**config.mk**
```make
export PLATFORM = sky130hd
export DESIGN_NAME = phase_detect_acc
export DESIGN_NICKNAME = d
export VERILOG_FILES = /design/src/rtl/phase_detect_acc.sv
export SDC_FILE = /design/constraint.sdc
export NUM_CORES = 1
export LEC_CHECK = 0
export CORE_ASPECT_RATIO = 0.5
export CORE_MARGIN = 5
export CORE_UTILIZATION = 30
export DETAILED_ROUTE_END_ITERATION = 8
export GPL_TIMING_DRIVEN = 0
export PLACE_DENSITY_LB_ADDON = 0.25
export SLEW_MARGIN = 20
export SYNTH_ARGS = -nofsm -noshare
export SYNTH_HDL_FRONTEND = slang
export SYNTH_SLANG_ARGS = --single-unit
```
**constraint.sdc**
```tcl
create_clock -name clk -period 16.7 [get_ports clk]
set_input_delay 5.01 -clock clk [delete_from_list [all_inputs] [get_ports clk]]
set_output_delay 5.01 -clock clk [all_outputs]
set_load 0.03 [all_outputs]
```
**src/rtl/phase_detect_acc.sv**
```systemverilog
// Decision-directed carrier phase detector for the QAM16 loop.
// Sign-polarity or 16QAM slicer error, windowed average, saturated out.
module phase_detect_acc #(
  parameter int DW       = 27,
  parameter int AVG_LOG2 = 0
) (
  input  logic          clk,
  input  logic          rst,
  input  logic          in_vld,
  input  logic [DW-1:0] yi,
  input  logic [DW-1:0] yq,
  input  logic          mode,
  input  logic [DW-2:0] thr,
  output logic [DW-1:0] pd,
  output logic          pd_vld
);

  localparam int EW = DW + 3;
  localparam int AW = EW + AVG_LOG2;
  localparam int CW = (AVG_LOG2 > 0) ? AVG_LOG2 : 1;
  localparam logic [CW-1:0] CNT_MAX = CW'((2 ** AVG_LOG2) - 1);
  localparam logic signed [AW-1:0] PD_MAX =
    {{(AW-DW+1){1'b0}}, {(DW-1){1'b1}}};
  localparam logic signed [AW-1:0] PD_MIN = ~PD_MAX;

  // |x| one bit wider so the most-negative input stays exact
  function automatic logic [DW:0] mag(input logic [DW-1:0] x);
    logic [DW:0] xe;
    xe = {x[DW-1], x};
    return x[DW-1] ? (~xe + 1'b1) : xe;
  endfunction

  // d(a)*x with d in {+-1,+-3}: shift+add, then conditional negate
  function automatic logic [EW-1:0] scale(
    input logic [DW-1:0] x,
    input logic          neg,
    input logic          big
  );
    logic [EW-1:0] ext;
    logic [EW-1:0] m;
    ext = {{3{x[DW-1]}}, x};
    m   = big ? ((ext << 1) + ext) : ext;
    return neg ? (~m + 1'b1) : m;
  endfunction

  logic          s1_vld_q, s1_vld_d;
  logic [DW-1:0] s1_yi_q, s1_yi_d;
  logic [DW-1:0] s1_yq_q, s1_yq_d;
  logic          s1_mode_q, s1_mode_d;
  logic          s1_bi_q, s1_bi_d;
  logic          s1_bq_q, s1_bq_d;

  logic                 err_vld_q, err_vld_d;
  logic signed [EW-1:0] e_q, e_d;
  logic                 restart_q, restart_d;
  logic                 mode_last_q, mode_last_d;

  logic signed [AW-1:0] acc_q, acc_d;
  logic [CW-1:0]        cnt_q, cnt_d;
  logic [DW-1:0]        pd_q, pd_d;
  logic                 pd_vld_q, pd_vld_d;

  logic signed [AW-1:0] acc_base;
  logic [CW-1:0]        cnt_base;
  logic signed [AW-1:0] sum;
  logic signed [AW-1:0] avg;

  always_comb begin
    s1_vld_d  = in_vld;
    s1_yi_d   = s1_yi_q;
    s1_yq_d   = s1_yq_q;
    s1_mode_d = s1_mode_q;
    s1_bi_d   = s1_bi_q;
    s1_bq_d   = s1_bq_q;
    if (in_vld) begin
      s1_yi_d   = yi;
      s1_yq_d   = yq;
      s1_mode_d = mode;
      s1_bi_d   = mode && (mag(yi) >= {2'b00, thr});
      s1_bq_d   = mode && (mag(yq) >= {2'b00, thr});
    end
  end

  always_comb begin
    err_vld_d   = s1_vld_q;
    e_d         = e_q;
    restart_d   = 1'b0;
    mode_last_d = mode_last_q;
    if (s1_vld_q) begin
      e_d = scale(s1_yq_q, s1_yi_q[DW-1], s1_bi_q)
          - scale(s1_yi_q, s1_yq_q[DW-1], s1_bq_q);
      restart_d   = (s1_mode_q != mode_last_q);
      mode_last_d = s1_mode_q;
    end
  end

  always_comb begin
    acc_base = restart_q ? '0 : acc_q;
    cnt_base = restart_q ? '0 : cnt_q;
    sum      = acc_base + AW'(e_q);
    avg      = sum >>> AVG_LOG2;
    acc_d    = acc_q;
    cnt_d    = cnt_q;
    pd_d     = pd_q;
    pd_vld_d = 1'b0;
    if (err_vld_q) begin
      if (cnt_base == CNT_MAX) begin
        acc_d    = '0;
        cnt_d    = '0;
        pd_vld_d = 1'b1;
        if (avg > PD_MAX)
          pd_d = PD_MAX[DW-1:0];
        else if (avg < PD_MIN)
          pd_d = PD_MIN[DW-1:0];
        else
          pd_d = avg[DW-1:0];
      end else begin
        acc_d = sum;
        cnt_d = cnt_base + 1'b1;
      end
    end
  end

  always_ff @(posedge clk) begin
    if (!rst) begin
      s1_vld_q    <= 1'b0;
      s1_yi_q     <= '0;
      s1_yq_q     <= '0;
      s1_mode_q   <= 1'b0;
      s1_bi_q     <= 1'b0;
      s1_bq_q     <= 1'b0;
      err_vld_q   <= 1'b0;
      e_q         <= '0;
      restart_q   <= 1'b0;
      mode_last_q <= 1'b0;
      acc_q       <= '0;
      cnt_q       <= '0;
      pd_q        <= '0;
      pd_vld_q    <= 1'b0;
    end else begin
      s1_vld_q    <= s1_vld_d;
      s1_yi_q     <= s1_yi_d;
      s1_yq_q     <= s1_yq_d;
      s1_mode_q   <= s1_mode_d;
      s1_bi_q     <= s1_bi_d;
      s1_bq_q     <= s1_bq_d;
      err_vld_q   <= err_vld_d;
      e_q         <= e_d;
      restart_q   <= restart_d;
      mode_last_q <= mode_last_d;
      acc_q       <= acc_d;
      cnt_q       <= cnt_d;
      pd_q        <= pd_d;
      pd_vld_q    <= pd_vld_d;
    end
  end

  assign pd     = pd_q;
  assign pd_vld = pd_vld_q;

endmodule

```
# Word level (Yosys, flattened, before mapping)
# Cells that the tools add are included.
dict set report totals {
  inputBits 84
  ff_bits 150
  elab_cells 51
  output_inout_bits 28
}
dict set report classes {
  eq_ne 1
  n_reduce_logical 5
  bitwise_logic 5
  addsub 9
  n_mux 13
  magnitude_cmp 4
}
# operator count
set op_table {}
lappend op_table {{$mux W30} 6}
lappend op_table {{$add A30 B1 Y30 const B} 2}
lappend op_table {{$not A30 Y30} 2}
lappend op_table {{$add A28 B27 Y29} 2}
lappend op_table {{$add A28 B1 Y28 const B} 2}
lappend op_table {{$ge A28 B26 Y1} 2}
lappend op_table {{$mux W28} 2}
lappend op_table {{$not A28 Y28} 2}
lappend op_table {{$mux W27} 2}
lappend op_table {{$add A30 B30 Y30} 1}
lappend op_table {{$gt A30 B27 Y1 const B} 1}
lappend op_table {{$lt A30 B27 Y1 const B} 1}
lappend op_table {{$sub A30 B30 Y30} 1}
lappend op_table {{$reduce_and A2 Y1} 3}
lappend op_table {{$mux W1} 3}
lappend op_table {{$logic_and A1 B1 Y1} 2}
lappend op_table {{$add A1 B1 Y1 const B} 1}
lappend op_table {{$ne A1 B1 Y1} 1}
lappend op_table {{$not A1 Y1} 1}

# Depth between registers and ports, before layout
dict set report logic_depth {
  ltp_word 6
  depth_mapped 24
  depth_no_buf 24
}

# Worst setup path before layout
# No wires, ideal clock.
dict set report synth_timing {
  path_kind {input to register}
  start {input port yq[8]}
  end {register s1_bq_q}
  path_stages 16
  setup_time_ns 0.124
  setup_slack_ns 8.374
  arrival_time_ns 8.202
  required_time_ns 16.576
  n_path_buf 0
  cell_sequence {or4_1 > or4_1 > or2_2 > or4_1 > nand2b_1 > o21ai_0 > xnor2_1 > ha_1 > a21oi_1 > nor2b_1 > o21ai_0 > nand2b_1 > a21oi_1 > a21oi_1 > a31oi_1 > o21ai_0}
}
dict set report synth_via {
  elab_chain_cells 5
}
# item line_no
set synth_rtl {}
lappend synth_rtl {{from (decl)} 11} ;# input logic [DW-1:0] yq,
lappend synth_rtl {{$not A28 Y28} 30} ;# return x[DW-1] ? (~xe + 1'b1) : xe;
lappend synth_rtl {{$add A28 B1 Y28} 30}
lappend synth_rtl {{$mux W28 *} 30}
lappend synth_rtl {{$ge A28 B26 Y1 *} 80} ;# s1_bq_d = mode && (mag(yq) >= {2'b00, thr});
lappend synth_rtl {{$logic_and A1 B1 Y1 *} 80}
lappend synth_rtl {{to (signal assigned)} 146} ;# s1_bq_q <= s1_bq_d;
lappend synth_rtl {{to (decl)} 51} ;# logic s1_bq_q, s1_bq_d;
# Every way passes the cells marked *; elsewhere a longest branch is shown, timed or not.
# A chain may end at the register's enable or synchronous reset.

# Final worst setup path
# Ends and elaborated chain as after synthesis.

==> metrics.yaml <==
outcome: "completed"
critPathKind: "primary input to flop"
r2r-start: "s1_yi_q[1]"
r2r_slack_ns: 10.21
cp_top_family: "simple AND/OR/NAND/NOR gates"
grt_max_degree: 17
fin_crit_ns: 8.88
yosysWarnings: 0
r2r_cells: 20
timing.final.crit_share_pct: 53.2
htree_levels: 4
dp.cells: 2325
max_freq_mhz: 113
synthSimpleGateAreaFrac_pct: 21.8
critPathCaptureType: "flop"
rows: 53
wl_per_cell_microns: 18.5
final_util_pct: 36.2
worst_ir_drop_vdd_v: 0.0000596
worstMarginPinSlew_ns: 0.863
synth-xor-area-share_pct: 10.0
cts.sinks: 116
core_sq_um: 42200
slowest_stage: "or4_1"
fin_tns_setup_ns: 0
power_density_nw_per_um2: 80.0
clock_skew_ns: 0.0140
fillers: 4490
synth_edf_count: 0
synthMuxAreaShare_pct: 7.29
synthArstFlopShare_pct: 0
cts_tree: "yes"
hold_end: "pd[6]"
dpl.hpwl_microns: 36100
pin_count: 112
rr_endpoint: "e_q[29]"
synth_cells: 1641
wirelength_microns: 43600
synth_compound_area_share_pct: 24.9
cts_setup_buffers: 0
grt_first_pass_wirelength_microns: 66700
area_growth_pct: 18.6
ys_ff_latch: 116
drive_gt1_share_pct: 4.49
p_leak_nw: 6.25
timing_max_transition_violations_final: 0
clkLatencyLatePin_ns: 0.44
seq_area_frac_synth_pct: 18.0
setup-violations-final: 0
start_util_pct: 30.5
clockBufferDepth: 2
first_iter_violations: 890
vias_per_cell: 5.23
arrival_ns: 9.18
numCtsBuffers: 17
required_ns: 16.99
synthAdderAreaFrac_pct: 13.8
finalPower_mw: 1.22
cts_root_buf: "clkbuf_16"
dieHeight_microns: 157
die_area_sq_um: 47500
hold_start: "pd[6]"
ant_nets: 0
vias: 12340
gp_congestion: 0.924
hold_depth: 2
cap_violations: 0
synth_ff_type: "dfxtp_1"
io_buffers: 107
synth_area_sq_um: 12900
path_cells: "clkdlybuf4s50_1, or4_1, or4_1, or2_2, or4_1, nand2b_1, o21ai_0, xnor2_1, ha_1, a21oi_1, nor2b_1, o21ai_0, nand2b_1, a21oi_1, a21oi_1, a31oi_1, o21ai_0"
synthesis.nets: 1865
drc_errors: 0
cts_resized: 0
first_global_vias: 11500
hold_path_class: "flop to flop"
die_w_microns: 303
hold_viol_final: 0
fin_cells: 2358
worstSetupStartpointType: "primary input"
synth_top_family_by_area: "compound AO/OA/AOI/OAI gates"
fin_nets: 1991
ctsHoldBuffers: 0
antenna_found_initial: 3
max_stage_delay_ns: 0.64
grt_overflow: 0
path_max_fanout: 6
yosysUniqueCellTypes: 83
drtPass1Iterations: 5
critPathBufInv: 1
maxSlewHeadroom_pct: 42.5
rsz0062_at_grt: "no"
whs_ns: 0.481
avgSynthCellArea_sq_um: 7.86
clk_pin_slew_worst_paths_ns: 0.06
grtUsageTotal_pct: 17.9
## per-stage QoR
stage / worst slack [ns] / cell area [sq um]
floorplan: 8.37 / 12900
global placement: 7.42 / 14700
detailed placement: 7.44 / 14700
CTS: 7.88 / 15300
global route: 7.66 / 15300
finish: 7.82 / 15300
## where the power goes
part           switching (mW)  total (mW)  internal, mW  leakage [nW]
clock network           0.161       0.388         0.227         0.295
registers              0.0266       0.328         0.302         0.952
logic                   0.293       0.508         0.215          5.00
## worst min-delay path, delay by kind of cell (launching register included)
family,cells,cell delay (ns)
flops,1,0.31
simple gates,1,0.06
compound gates,1,0.06
## flip-flops by register name, summed over array words and instances, names as in the netlist
| name | flops |
|---|---|
| e_q | 30 |
| pd | 27 |
| s1_yi_q | 27 |
| s1_yq_q | 27 |
| err_vld_d | 1 |
| err_vld_q | 1 |
| pd_vld | 1 |
| s1_bi_q | 1 |
| s1_bq_q | 1 |
## area by class of cell
class / count / area (sq um) / share of cell area (%)
clock inverter: 15 / 184 / 1.20
multi-input combinational: 1392 / 10000 / 65.6
buffer: 67 / 283 / 1.85
tap: 577 / 722 / 4.72
inverter: 66 / 248 / 1.62
antenna: 1 / 2.50 / 0.0164
sequential: 116 / 2320 / 15.2
timing repair buffer: 107 / 1070 / 7.00
clock buffer: 17 / 425 / 2.78
## worst max path at each step
stage               startpoint  endpoint  slack, ns  depth (start not counted)
detailed placement       yq[8]   s1_bq_q       7.44                         17
global placement         yq[8]   s1_bq_q       7.42                         14
CTS                      yq[8]   s1_bq_q       7.88                         17
finish                   yq[8]   s1_bq_q       7.82                         17
global route             yq[8]   s1_bq_q       7.66                         14
floorplan                yq[8]   s1_bq_q       8.37                         16
## Yosys cell counts, types with 10 or more instances
| cell | number | share of area, % |
|---|---|---|
| nand2_1 | 115 | 3.3 |
| o21bai_1 | 10 | 0.58 |
| a211oi_1 | 11 | 0.64 |
| o21ai_0 | 108 | 4.2 |
| o31ai_1 | 33 | 1.9 |
| dfxtp_1 | 116 | 18 |
| or2_2 | 12 | 0.58 |
| a21oi_1 | 105 | 4.1 |
| and2_1 | 10 | 0.48 |
| ha_1 | 137 | 13 |
| o211ai_1 | 33 | 1.9 |
| mux2i_1 | 85 | 6.6 |
| or3_1 | 18 | 0.87 |
| o21a_1 | 20 | 1.2 |
| xor2_1 | 46 | 3.1 |
| inv_1 | 64 | 1.9 |
| clkbuf_1 | 51 | 1.5 |
| nor2b_1 | 93 | 4.5 |
| xnor2_1 | 102 | 6.9 |
| nor3_1 | 37 | 1.4 |
| a21boi_0 | 27 | 1.6 |
| nand2b_1 | 44 | 2.1 |
| and3_1 | 13 | 0.63 |
| nand3_1 | 29 | 1.1 |
| nand4_1 | 16 | 0.78 |
| a31oi_1 | 18 | 0.87 |
| a21o_1 | 45 | 2.6 |
| nor2_1 | 85 | 2.5 |
## cells in the final DEF (no fill, tap or decap), types with 13 or more instances in the layout
cell type,n
nand2b_1,44
nor3_1,37
and3_1,13
nand4_1,16
a21o_1,45
nor2_1,85
o21a_1,20
ha_1,137
clkbuf_16,17
a21oi_1,105
dfxtp_1,116
o31ai_1,33
clkbuf_1,51
a21boi_0,27
inv_1,64
nand2_1,115
a31oi_1,18
xnor2_1,102
clkdlybuf4s50_1,107
nand3_1,29
o211ai_1,33
o21ai_0,108
nor2b_1,93
xor2_1,46
or3_1,18
mux2i_1,85
## per-layer routing
metal  part of all wire [%]  up-vias  GRT usage (%)
li1                       -     6282              -
met1                     51     5811           25.8
met2                     43      228           28.5
met3                    5.1       19           3.30
met4                   0.81        0           2.87
met5                      0        -              0
## kinds of logic after synthesis
logic type	after synthesis
AOI/OAI and AO/OA	487
xor gates and xnor gates	148
adders and majority gates	140
buffers and inverters	133
DFF	116
muxes	93
and+or+nand+nor	524
Power figures use the tool's default switching activity.
